===== src/rtl/uart_tx_scheduler.sv =====
// Purpose : round-robin scheduler that feeds bytes from four requesters to a UART transmitter, one frame at a time.
// Latency : a grant in IDLE cycle t loads the byte in cycle t+1 (Tx_WR, req_ready), and Tx_EN rises in cycle t+2.
// Backpress: a grant is made only in IDLE with Tx_BUSY low. The frame holds until Tx_BUSY rises and then falls, followed by GAP_CYCLES idle cycles.
//
// Ports:
//   clk, reset            - system clock; synchronous active-high reset
//   req_valid[3:0]        - requester i has a byte pending
//   req_data[31:0]        - requester i byte at [8i+7:8i]
//   req_ready[3:0]        - one-hot, one-cycle accept pulse
//   baud_select[2:0]      - baud code captured with the grant
//   Tx_DATA, Tx_WR        - byte and load strobe to the transmitter
//   Tx_EN                 - transmitter enable, high for the whole frame
//   Tx_baud_select[2:0]   - baud code to the transmitter baud controller
//   Tx_BUSY               - transmitter busy, from start bit to stop bit
//   sched_busy            - high in every state except IDLE
//   active_id[1:0]        - requester currently granted
//   tx_timeout            - one-cycle pulse on frame abort
// Optional feature: defining UART_TX_SCHED_TIMEOUT_EN aborts any frame whose
// Tx_EN has been high for TIMEOUT_CYCLES cycles.
module uart_tx_scheduler #(
  parameter int GAP_CYCLES     = 16,
  parameter int TIMEOUT_CYCLES = 1048576
) (
  input  logic        clk,
  input  logic        reset,
  input  logic [3:0]  req_valid,
  input  logic [31:0] req_data,
  output logic [3:0]  req_ready,
  input  logic [2:0]  baud_select,
  output logic [7:0]  Tx_DATA,
  output logic        Tx_WR,
  output logic        Tx_EN,
  output logic [2:0]  Tx_baud_select,
  input  logic        Tx_BUSY,
  output logic        sched_busy,
  output logic [1:0]  active_id,
  output logic        tx_timeout
);

  // Out-of-range parameters stop elaboration instead of silently wrapping counters.
  if (GAP_CYCLES < 0 || GAP_CYCLES > 255 ||
      TIMEOUT_CYCLES < 1 || TIMEOUT_CYCLES > 1048576) begin : g_bad_params
    $error("uart_tx_scheduler: parameter out of range");
  end

  typedef enum logic [2:0] {
    IDLE,
    LOAD,
    START,
    WAIT_BUSY,
    WAIT_DONE,
    GAP
  } state_t;

  localparam logic [7:0] GAP_LAST = 8'(GAP_CYCLES - 1);
  localparam bit         GAP_NONE = (GAP_CYCLES == 0);

  state_t     state;
  logic [1:0] last_grant;
  logic [7:0] gap_cnt;
  logic       to_hit;

  // Round-robin search starting one past the last winner. When k = 4, the
  // search wraps back to last_grant itself, which is then the lowest priority.
  logic [1:0] grant_idx;
  logic       grant_vld;
  logic [1:0] cand;

  always_comb begin
    grant_idx = last_grant;
    grant_vld = 1'b0;
    cand      = last_grant;
    for (int k = 1; k <= 4; k++) begin
      cand = last_grant + 2'(k);
      if (!grant_vld && req_valid[cand]) begin
        grant_vld = 1'b1;
        grant_idx = cand;
      end
    end
  end

`ifdef UART_TX_SCHED_TIMEOUT_EN
  localparam logic [19:0] TO_LAST = 20'(TIMEOUT_CYCLES - 1);

  logic [19:0] to_cnt;

  // to_cnt holds the number of cycles for which Tx_EN has already been high.
  // The abort fires on the cycle that would exceed the budget.
  assign to_hit = Tx_EN && (to_cnt == TO_LAST);

  always_ff @(posedge clk) begin
    if (reset) begin
      to_cnt     <= '0;
      tx_timeout <= 1'b0;
    end else begin
      tx_timeout <= to_hit;
      if (Tx_EN && !to_hit) begin
        to_cnt <= to_cnt + 20'd1;
      end else begin
        to_cnt <= '0;
      end
    end
  end
`else
  assign to_hit     = 1'b0;
  assign tx_timeout = 1'b0;
`endif

  always_ff @(posedge clk) begin
    if (reset) begin
      state          <= IDLE;
      last_grant     <= 2'd3;
      gap_cnt        <= '0;
      Tx_EN          <= 1'b0;
      Tx_WR          <= 1'b0;
      req_ready      <= '0;
      Tx_DATA        <= '0;
      Tx_baud_select <= '0;
      active_id      <= '0;
      sched_busy     <= 1'b0;
    end else begin
      Tx_WR     <= 1'b0;
      req_ready <= '0;
      unique case (state)
        IDLE: begin
          // Byte and baud are captured here, so later input changes cannot
          // disturb the frame in flight.
          if (grant_vld && !Tx_BUSY) begin
            state          <= LOAD;
            sched_busy     <= 1'b1;
            last_grant     <= grant_idx;
            active_id      <= grant_idx;
            Tx_DATA        <= req_data[{grant_idx, 3'b000} +: 8];
            Tx_baud_select <= baud_select;
            Tx_WR          <= 1'b1;
            req_ready      <= 4'b0001 << grant_idx;
          end
        end
        LOAD: begin
          state <= START;
          Tx_EN <= 1'b1;
        end
        START, WAIT_BUSY, WAIT_DONE: begin
          // A normal end of frame and a timeout abort leave through the same path.
          if (to_hit || (state == WAIT_DONE && !Tx_BUSY)) begin
            Tx_EN   <= 1'b0;
            gap_cnt <= '0;
            if (GAP_NONE) begin
              state      <= IDLE;
              sched_busy <= 1'b0;
            end else begin
              state <= GAP;
            end
          end else if (state == START) begin
            state <= WAIT_BUSY;
          end else if (state == WAIT_BUSY && Tx_BUSY) begin
            state <= WAIT_DONE;
          end
        end
        GAP: begin
          if (gap_cnt == GAP_LAST) begin
            state      <= IDLE;
            sched_busy <= 1'b0;
          end else begin
            gap_cnt <= gap_cnt + 8'd1;
          end
        end
        default: begin
          state      <= IDLE;
          sched_busy <= 1'b0;
        end
      endcase
    end
  end

endmodule


===== config.mk =====
export PLATFORM = sky130hd
export DESIGN_NAME = uart_tx_scheduler
export DESIGN_NICKNAME = d
export VERILOG_FILES = /design/src/rtl/uart_tx_scheduler.sv
export SDC_FILE = /design/constraint.sdc
export NUM_CORES = 1
export LEC_CHECK = 0
export ABC_AREA = 1
export BUFFER_PORTS_ARGS = -buffer_cell sky130_fd_sc_hd__buf_2
export CORE_MARGIN = 2
export CORE_UTILIZATION = 53
export CTS_BUF_LIST = sky130_fd_sc_hd__clkbuf_4
export DETAILED_ROUTE_END_ITERATION = 12
export PLACE_DENSITY = 0.82
export SYNTH_ARGS = -nofsm -noshare
export SYNTH_HDL_FRONTEND = slang
export SYNTH_SLANG_ARGS = --single-unit

===== constraint.sdc =====
create_clock -name clk -period 1.96 [get_ports clk]
set_clock_uncertainty 0.2 [all_clocks]
set_input_delay 0.49 -clock clk [delete_from_list [all_inputs] [get_ports clk]]
set_output_delay 0.49 -clock clk [all_outputs]
set_load 0.03 [all_outputs]

---- Yosys cells after proc, flatten, opt, wreduce, memory -nomap -nowiden ----
Cells that the tools add are included.
operators by class
  muxes and demuxes ....................... 31
  equality and inequality tests ........... 11
  reductions and logical operators ........ 22
  shift-type cells ........................ 2
  multipliers ............................. 0
  $lt $le $gt $ge ......................... 4
  div/mod/pow operators ................... 0
  add/subtract/negate cells ............... 4
  bitwise gates (word level) .............. 3
operator list
  cell                   number
  $shiftx A32 B6 Y8      1
  $mux W8                2
  $pmux W8 S2            1
  $mux W3                5
  $lt A2 B3 Y1 const B   4
  $mux W1                12
  $pmux W3 S4            1
  $reduce_and A3 Y1      3
  $add A8 B1 Y8 const B  1
  $bmux W1 S2            4
  $eq A8 B4 Y1 const B   1
  $mux W2                4
  $ne A2 B2 Y1 const B   4
  $eq A3 B2 Y1 const B   2
  $eq A3 B3 Y1 const B   2
  $logic_and A1 B1 Y1    6
  $reduce_or A3 Y1       2
  $add A2 B2 Y2 const B  2
  $logic_not A1 Y1       4
  $ne A4 B4 Y1 const B   1
  $reduce_and A2 Y1      2
  $reduce_bool A2 Y1     2
  $reduce_or A4 Y1       1
  $shl A1 B2 Y4 const A  1
  7 further kinds        9
storage, ports and cells
  memories ................................ 0
  output and inout bits ................... 21
  latch bits .............................. 0
  bits in writable memories ............... 0
  memory bits (read-only) ................. 0
  flip-flop bits (word level) ............. 33

---- Longest topological paths before layout ----
Gate-level depths: netlist of the first run.
  word-level depth ........................ 16
  gate-level depth with buffers ........... 15
  gate-level depth less buffers ........... 14

---- Worst setup path after synthesis of the first run ----
No wires, ideal clock.
  path kind ............................... input port to flip-flop
  start point ............................. input Tx_BUSY
  end point ............................... register gap_cnt[4]
  arrival ................................. 1457 ps
  buffers on the path ..................... 0
  stages on the path ...................... 8
  setup time .............................. 117 ps
  data required time ...................... 1643 ps
  path slack .............................. 186 ps
  cells stage by stage .................... inv_1 nand4_1 o21ai_1 inv_1 nor2_1 nand2_1 xor2_1 nor2_1
between the ends
  cells in the longest elaborated chain, start to end .. 4
RTL lines
  what                                RTL line  RTL
  start: declaration                  34        input logic Tx_BUSY,
  $logic_not A1 Y1                    145       if (to_hit || (state == WAIT_DONE && !Tx_BUSY)) begin
  $logic_and A1 B1 Y1                 145
  $ne A2 B2 Y1 (no source line)       n/a
  $reduce_and A3 Y1 (no source line)  n/a
  end signal: assignment              165       gap_cnt <= gap_cnt + 8'd1;
  end: declaration                    60        logic [7:0] gap_cnt;
Every way passes these cells.
A chain may end at the register's enable or synchronous reset.

---- Worst setup path in the final report of the first run ----
  start point ............................. register last_grant[0]
  end point ............................... register Tx_DATA[1]
between the ends
  cells in the longest elaborated chain, start to end .. 15
  elaborated cells on any way between the ends .. 28
RTL lines
  what                                                    RTL line  RTL
  start: declaration                                      59        logic [1:0] last_grant;
  start signal: assignment                                131       last_grant <= grant_idx;
  branches (longest 15 deep; another with $add A2 B1 Y2)  n/a
  end signal: assignment                                  133       Tx_DATA <= req_data[{grant_idx, 3'b000} +: 8];
  end: declaration                                        30        output logic [7:0] Tx_DATA,
Several ways; the timed one is not identified. The select of a mux whose other input is x is not followed.

==> results of run 1 <==
==> worst max-delay path by stage <==
stage	start	end	slack [ps]
4_1_cts	last_grant[0]	Tx_DATA[6]	10
5_1_grt	last_grant[0]	Tx_DATA[1]	-60
2_1_floorplan	Tx_BUSY	gap_cnt[4]	190
3_3_place_gp	req_valid[1]	Tx_DATA[7]	-10
3_5_place_dp	last_grant[0]	Tx_DATA[5]	-40
6_report	last_grant[0]	Tx_DATA[1]	40
==> routing by layer <==
layer	vias to the layer above	part of all wire (%)
met2	111	48
met3	18	8.4
li1	1134	-
met4	0	2.4
met5	-	0
met1	993	41
==> power groups by stage <==
stage	logic, µW	registers (µW)	clock network [µW]
after global routing	3730	1080	670
final	3410	1050	626
after CTS	3130	1040	641
after global placement	3050	1040	0
after detailed placement	3100	1040	0
after floorplan	2030	1350	0
==> metrics by stage <==
stage	hold slack, ps	setup WS (ps)	TNS (ps)
after global routing	146	-55.4	-289
after floorplan	255	186	0
after CTS	134	14.1	0
after global placement	226	-11.4	-13.4
final	141	38.9	0
after detailed placement	231	-37.1	-261
==> registers in the layout, summed over array words and instances, names as in the netlist <==
name and cells:
sched_busy 1, last_grant 2, Tx_WR 1, Tx_baud_select 3, Tx_EN 1, active_id 2
gap_cnt 8, req_ready 4, Tx_DATA 8, state 3
==> placed cells by master, fill, tap and decap left out, types with 2 or more instances in the layout <==
| cell | instances |
|---|---|
| dfxtp_1 | 32 |
| nand3_2 | 2 |
| nand2_1 | 102 |
| a21oi_1 | 11 |
| nor3_2 | 2 |
| nand3_1 | 45 |
| inv_1 | 23 |
| nor3b_1 | 2 |
| buf_2 | 61 |
| inv_2 | 4 |
| nand2_8 | 2 |
| nor2_4 | 3 |
| buf_12 | 2 |
| clkbuf_4 | 5 |
| nand2_4 | 9 |
| o21ai_0 | 7 |
| bufinv_16 | 2 |
| nand2_2 | 13 |
| nor2_1 | 12 |
| nand3b_1 | 5 |
| nor3_1 | 4 |
| inv_4 | 3 |
| nand4_1 | 2 |
| buf_4 | 17 |
| nand3_4 | 2 |
==> cells by family after synthesis <==
family | count (synthesis) | share of synthesized area, %
simple gates | 206 | 50.4
buf+inv | 39 | 9.45
flops | 33 | 32.4
compound gates | 23 | 6.51
xor+xnor | 1 | 0.430
fa+ha+maj | 1 | 0.614
other cells | 1 | 0.184
==> worst max-delay path: cells and delay by family (launching register included) <==
kind | cells | cell delay, ps
and+or+nand+nor | 10 | 890
DFF | 1 | 410
buffers and inverters | 3 | 340
==> cell type report <==
type / instances / area [µm²]
flip-flops and latches: 33 / 664
clock buffers: 5 / 37.5
multi-input cells: 232 / 1250
clock inverters: 3 / 65.1
fillers: 297 / 997
well taps: 48 / 60.1
repair buffers: 81 / 484
inverters: 31 / 129
==> what timing repair did <==
item                                    in CTS  in global routing
hold buffers                                 0                  0
setup buffers                                0                  3
resized for setup                            1                 19
pin swaps                                    0                 13
endpoints found under the hold margin        0                  0
endpoints found under the setup margin      11                 20
==> metrics.yaml, run 1 <==
job:
  maxCapViolations: 0
clock_network:
  cts_buffer_depth: 2
  cts.reportedPaths.clkPinSlew_ps: 110
  cts_buffers: 5
  h-tree-depth: 2
  cts_sinks: 33
  cts_root_buf: "clkbuf_4"
  clk_latency_ps: 320
  cts_tree: "yes"
floorplan:
  start_util_pct: 55.3
  rows: 22
  die_h_um: 66.0
  die_width_um: 66.0
  core_area_mm2: 0.00369
  ios: 63
  die_area_mm2: 0.00436
routing:
  viasPerCell: 5.21
  drc: 0
  drt_iter0_markers: 197
  drt_first_pass_iters: 5
  drtAntennaViolNets: 0
  wl_per_cell_um: 12.5
  num_vias: 2256
  wl_mm: 5.40
sta:
  min_period_ps: 1920
  rsz0062_at_grt: "yes"
  hold_viol: 0
  post-route-period-util_pct: 98.0
  drv_slew: 0
  setup_viol: 0
  max_freq_mhz: 521
synthesis:
  ys_seq_area_share_pct: 32.4
  synth_area_leaders: "dfxtp_1 32%, nand2_1 20%, nand3_1 11%"
  yosysUniqueCellTypes: 32
  synth-seq-cells: 33
  syn_inst: 304
  synth_edf_count: 0
  yosysMostFrequentCell: "nand2_1"
  synth_nets: 347
  ys_top_cells_by_count: "106 x nand2_1, 46 x nand3_1, 33 x dfxtp_1"
  ys_async_sr_fraction_pct: 0
  netlist_area_mm2: 0.00204
  avgSynthCellArea_um2: 6.70
  synth_top_cell_by_area: "dfxtp_1"
  synth_ff_type: "dfxtp_1"
  synth_top_area_share_pct: 32.4
  yosysWarnings: 0
status:
  status: "finished clean"
grt:
  grt_pass1_vias: 2090
  grt_overflow: 0
  grt_pass1_wl_mm: 8.31
  met1_usage_pct: 28.4
  antenna_found_initial: 0
  grt_max_degree: 15
  track_usage_pct: 24.4
  use_met2_pct: 42.8
  grt_use_met3_pct: 5.45
  top_usage_layer: "met2"
layout:
  fin_nets: 427
  utilization_pct: 73.0
  syn2layout_area_growth_pct: 32.0
  drive_gt1_share_pct: 34.8
  antenna_cells: 0
  fin_cells: 433
  design_area_mm2: 0.00269
placement:
  place_inst: 422
  finalWeightedCongestion: 0.870
  place_area_mm2: 0.00248
  hpwl_mm: 3.89
  portBuffers: 61
worst_setup_path:
  rrSetupSlack_ps: 40
  start_kind: "flop"
  worstPathRequired_ps: 2000
  r2r-start: "last_grant[0]"
  slowest_stage: "dfxtp_4"
  path_cells: "buf_6 > nand2_4 > nand2_4 > nand2_2 > nand2_4 > inv_4 > nand3_4 > buf_12 > nand3b_1 > nand2_1 > nand2_1 > nand3_1 > nand2_1"
  reg2regPathDepth: 13
  crit_path_max_incr_delay_ps: 410
  endpoint_kind: "flop"
  timing.rr.end: "Tx_DATA[1]"
  cp.arrival_ps: 1960
  path_max_fanout: 11
  critPathKind: "flop to flop"
min_path:
  hold_class: "input pin to flop"
  min_from: "baud_select[0]"
  min_to: "Tx_baud_select[0]"
  min_path_cells: 3
power:
  pwr-share-clk_pct: 12.3
  power.internal_uw: 2530
  combinationalPowerShare_pct: 67.1
  p_total_uw: 5080
  ir_drop_mv: 1.06
  swShare_pct: 50.2
  power_density_mw_per_mm2: 1890
  leakage_uw: 0.00140
  p_seq_share_pct: 20.6
  p_switching_uw: 2560
Power figures use the tool's default switching activity.
==> run 2, diff against run 1 <==
--- a/config.mk
+++ b/config.mk
@@ -6,7 +6,7 @@
 export NUM_CORES = 1
 export LEC_CHECK = 0
 export ABC_AREA = 1
-export BUFFER_PORTS_ARGS = -buffer_cell sky130_fd_sc_hd__buf_2
+export BUFFER_PORTS_ARGS = -buffer_cell sky130_fd_sc_hd__clkbuf_2
 export CORE_MARGIN = 2
 export CORE_UTILIZATION = 53
 export CTS_BUF_LIST = sky130_fd_sc_hd__clkbuf_4
==> run 2 against run 1 <==
Clock power about the same. Maximum frequency shrank 1.4%. Wire length decreased by 5.3%. Combinational power grew 2%. Critical path depth shrank 1. Sequential share of layout area increased by 0.092 points. Final cell count unchanged. Clock-buffer cell count unchanged. Flip-flop and latch count is the same. Non-clock buffer count down 1. First-iteration DRC count is 22% lower. Core utilization down 0.27 points. Largest cell class unchanged.
==> metrics.yaml, run 2 (synthesis gave the netlist of run 1 again) <==
status:
  status: "finished clean"
floorplan:
  die_h_um: 66.0  # unchanged
  rows: 22  # unchanged
  core_area_mm2: 0.00369  # unchanged
  ios: 63  # unchanged
  die_width_um: 66.0  # unchanged
  die_area_mm2: 0.00436  # unchanged
  start_util_pct: 55.3  # unchanged
sta:
  setup_tns_ps: 0  # unchanged
  hold_viol: 0  # unchanged
  post-route-period-util_pct: 99.4  # +1.4 points
  setup_viol: 0  # unchanged
  min_period_ps: 1950  # +26.8 ps
  drv_slew: 0  # unchanged
  setup_ws_ps: 12.2  # -26.8 ps
  max_freq_mhz: 513  # -1.4%
  rsz0062_at_grt: "yes"
grt:
  grt_overflow: 0  # unchanged
  track_usage_pct: 23.0  # -1.4 points
  antenna_found_initial: 0  # unchanged
  grt_pass1_wl_mm: 7.89  # -5.1%
  grt_pass1_vias: 1910  # -8.6%
  grt_max_degree: 15  # unchanged
layout:
  drive_gt1_share_pct: 34.3  # -0.52 points
  final_common_cell: "nand2_1"
  utilization_pct: 72.7  # -0.27 points
  multi_input_area_mm2: 0.00125  # unchanged
  design_area_mm2: 0.00268  # -0.37%
  antenna_cells: 0  # unchanged
  nFillCells: 298  # +0.34%
  top_regs: "Tx_DATA: 8 flops, gap_cnt: 8 flops, req_ready: 4 flops"
  syn2layout_area_growth_pct: 31.6
  final_cell_mix: "103 x nand2_1, 61 x clkbuf_2, 44 x nand3_1"
  fin_nets: 427  # unchanged
  seqCellArea_um2: 664  # unchanged
power:
  power_density_mw_per_mm2: 1920  # +1.8%
  leakage_uw: 0.00140  # +0.15%
  ir_drop_mv: 1.16  # +10%
  p_total_uw: 5160  # +1.4%
routing:
  viasPerCell: 5.19  # -0.31%
  drt_first_pass_iters: 4  # -1
  wl_per_cell_um: 11.8  # -5.3%
  num_vias: 2249  # -0.31%
  drt_iter0_markers: 153  # -22%
  wl_mm: 5.12  # -5.3%
  drtAntennaViolNets: 0  # unchanged
  drc: 0  # unchanged
worst_setup_path:
  cp.arrival_ps: 2000  # +40 ps
  crit_path_max_incr_delay_ps: 380  # -30 ps
  slowest_stage: "dfxtp_4"
  path_cells: "buf_6 > nand2_1 > nand2_2 > nand2_4 > nand2_4 > inv_4 > nand3_4 > buf_12 > nand3_1 > nand3_1 > nand3_2 > nand2_1"
  endpoint_kind: "flop"
  worstPathRequired_ps: 2010  # about the same
  path_max_fanout: 12  # +1
  start_kind: "flop"
  critPathKind: "flop to flop"
placement:
  pre_cts_ws_ps: -57.9  # -20.8 ps
  portBuffers: 61  # unchanged
  finalWeightedCongestion: 0.886  # +1.9%
  hpwl_mm: 3.88  # -0.31%
  place_area_mm2: 0.00248  # unchanged
clock_network:
  cts_sinks: 33  # unchanged
  clk_latency_ps: 330  # about the same
  cts_buffer_depth: 2  # unchanged
  cts_tree: "yes"
  cts_root_buf: "clkbuf_4"
  hold_buffers: 0  # unchanged
  cts_buffers: 5  # unchanged
  h-tree-depth: 2  # unchanged
  cts.reportedPaths.clkPinSlew_ps: 110  # about the same
min_path:
  hold_class: "input pin to flop"
job:
  maxCapViolations: 0  # unchanged
[run 2: through the flow]
step           hold WS [ps]  instances
4_1_cts                 138        430
2_1_floorplan           255        304
6_report                143        433
3_5_place_dp            236        422
5_1_grt                 140        433
3_3_place_gp            230        422
[run 2: layout make-up]
cell class	count	area share, %
clock inverter	3	2.43
inverter	31	4.71
multi-input combinational	233	46.7
timing repair buffer	80	17.8
clock buffer	5	1.40
tap	48	2.24
sequential	33	24.8
[run 2: routing by layer]
layer	vias up	GRT usage (%)	share of wire [%]
li1	1143	-	-
met1	999	28.8	43
met2	90	40.8	49
met3	17	3.58	6.2
met4	0	6.38	2.4
met5	-	0	0
[run 2: where the power goes]
part	leakage, µW	internal (µW)	switching, µW
Sequential	0.000269	896	151
Clock	0.0000552	395	231
Combinational	0.00108	1260	2220
[run 2: path summary, 6_finish.rpt]
path | slack (ps) | startpoint | end | depth (start not counted)
worst max-delay path | 10 | last_grant[0] | Tx_DATA[3] | 12
worst min-delay path | 140 | baud_select[0] | Tx_baud_select[0] | 3
worst max register to register | 10 | last_grant[0] | Tx_DATA[3] | 12
worst min register to register | 250 | Tx_baud_select[0] | Tx_baud_select[0] | 2
[run 2: critical path, delay by kind of cell, from the launching register on]
kind,cells,cell delay (ps)
buffers and inverters,3,400
DFF,1,380
and+or+nand+nor,9,880
[run 2: repair_timing]
item	CTS	global route
gates resized for setup	1	15
buffers inserted	0	2
pin swaps	0	4
endpoints found under the setup margin	2	6
gates cloned	0	1
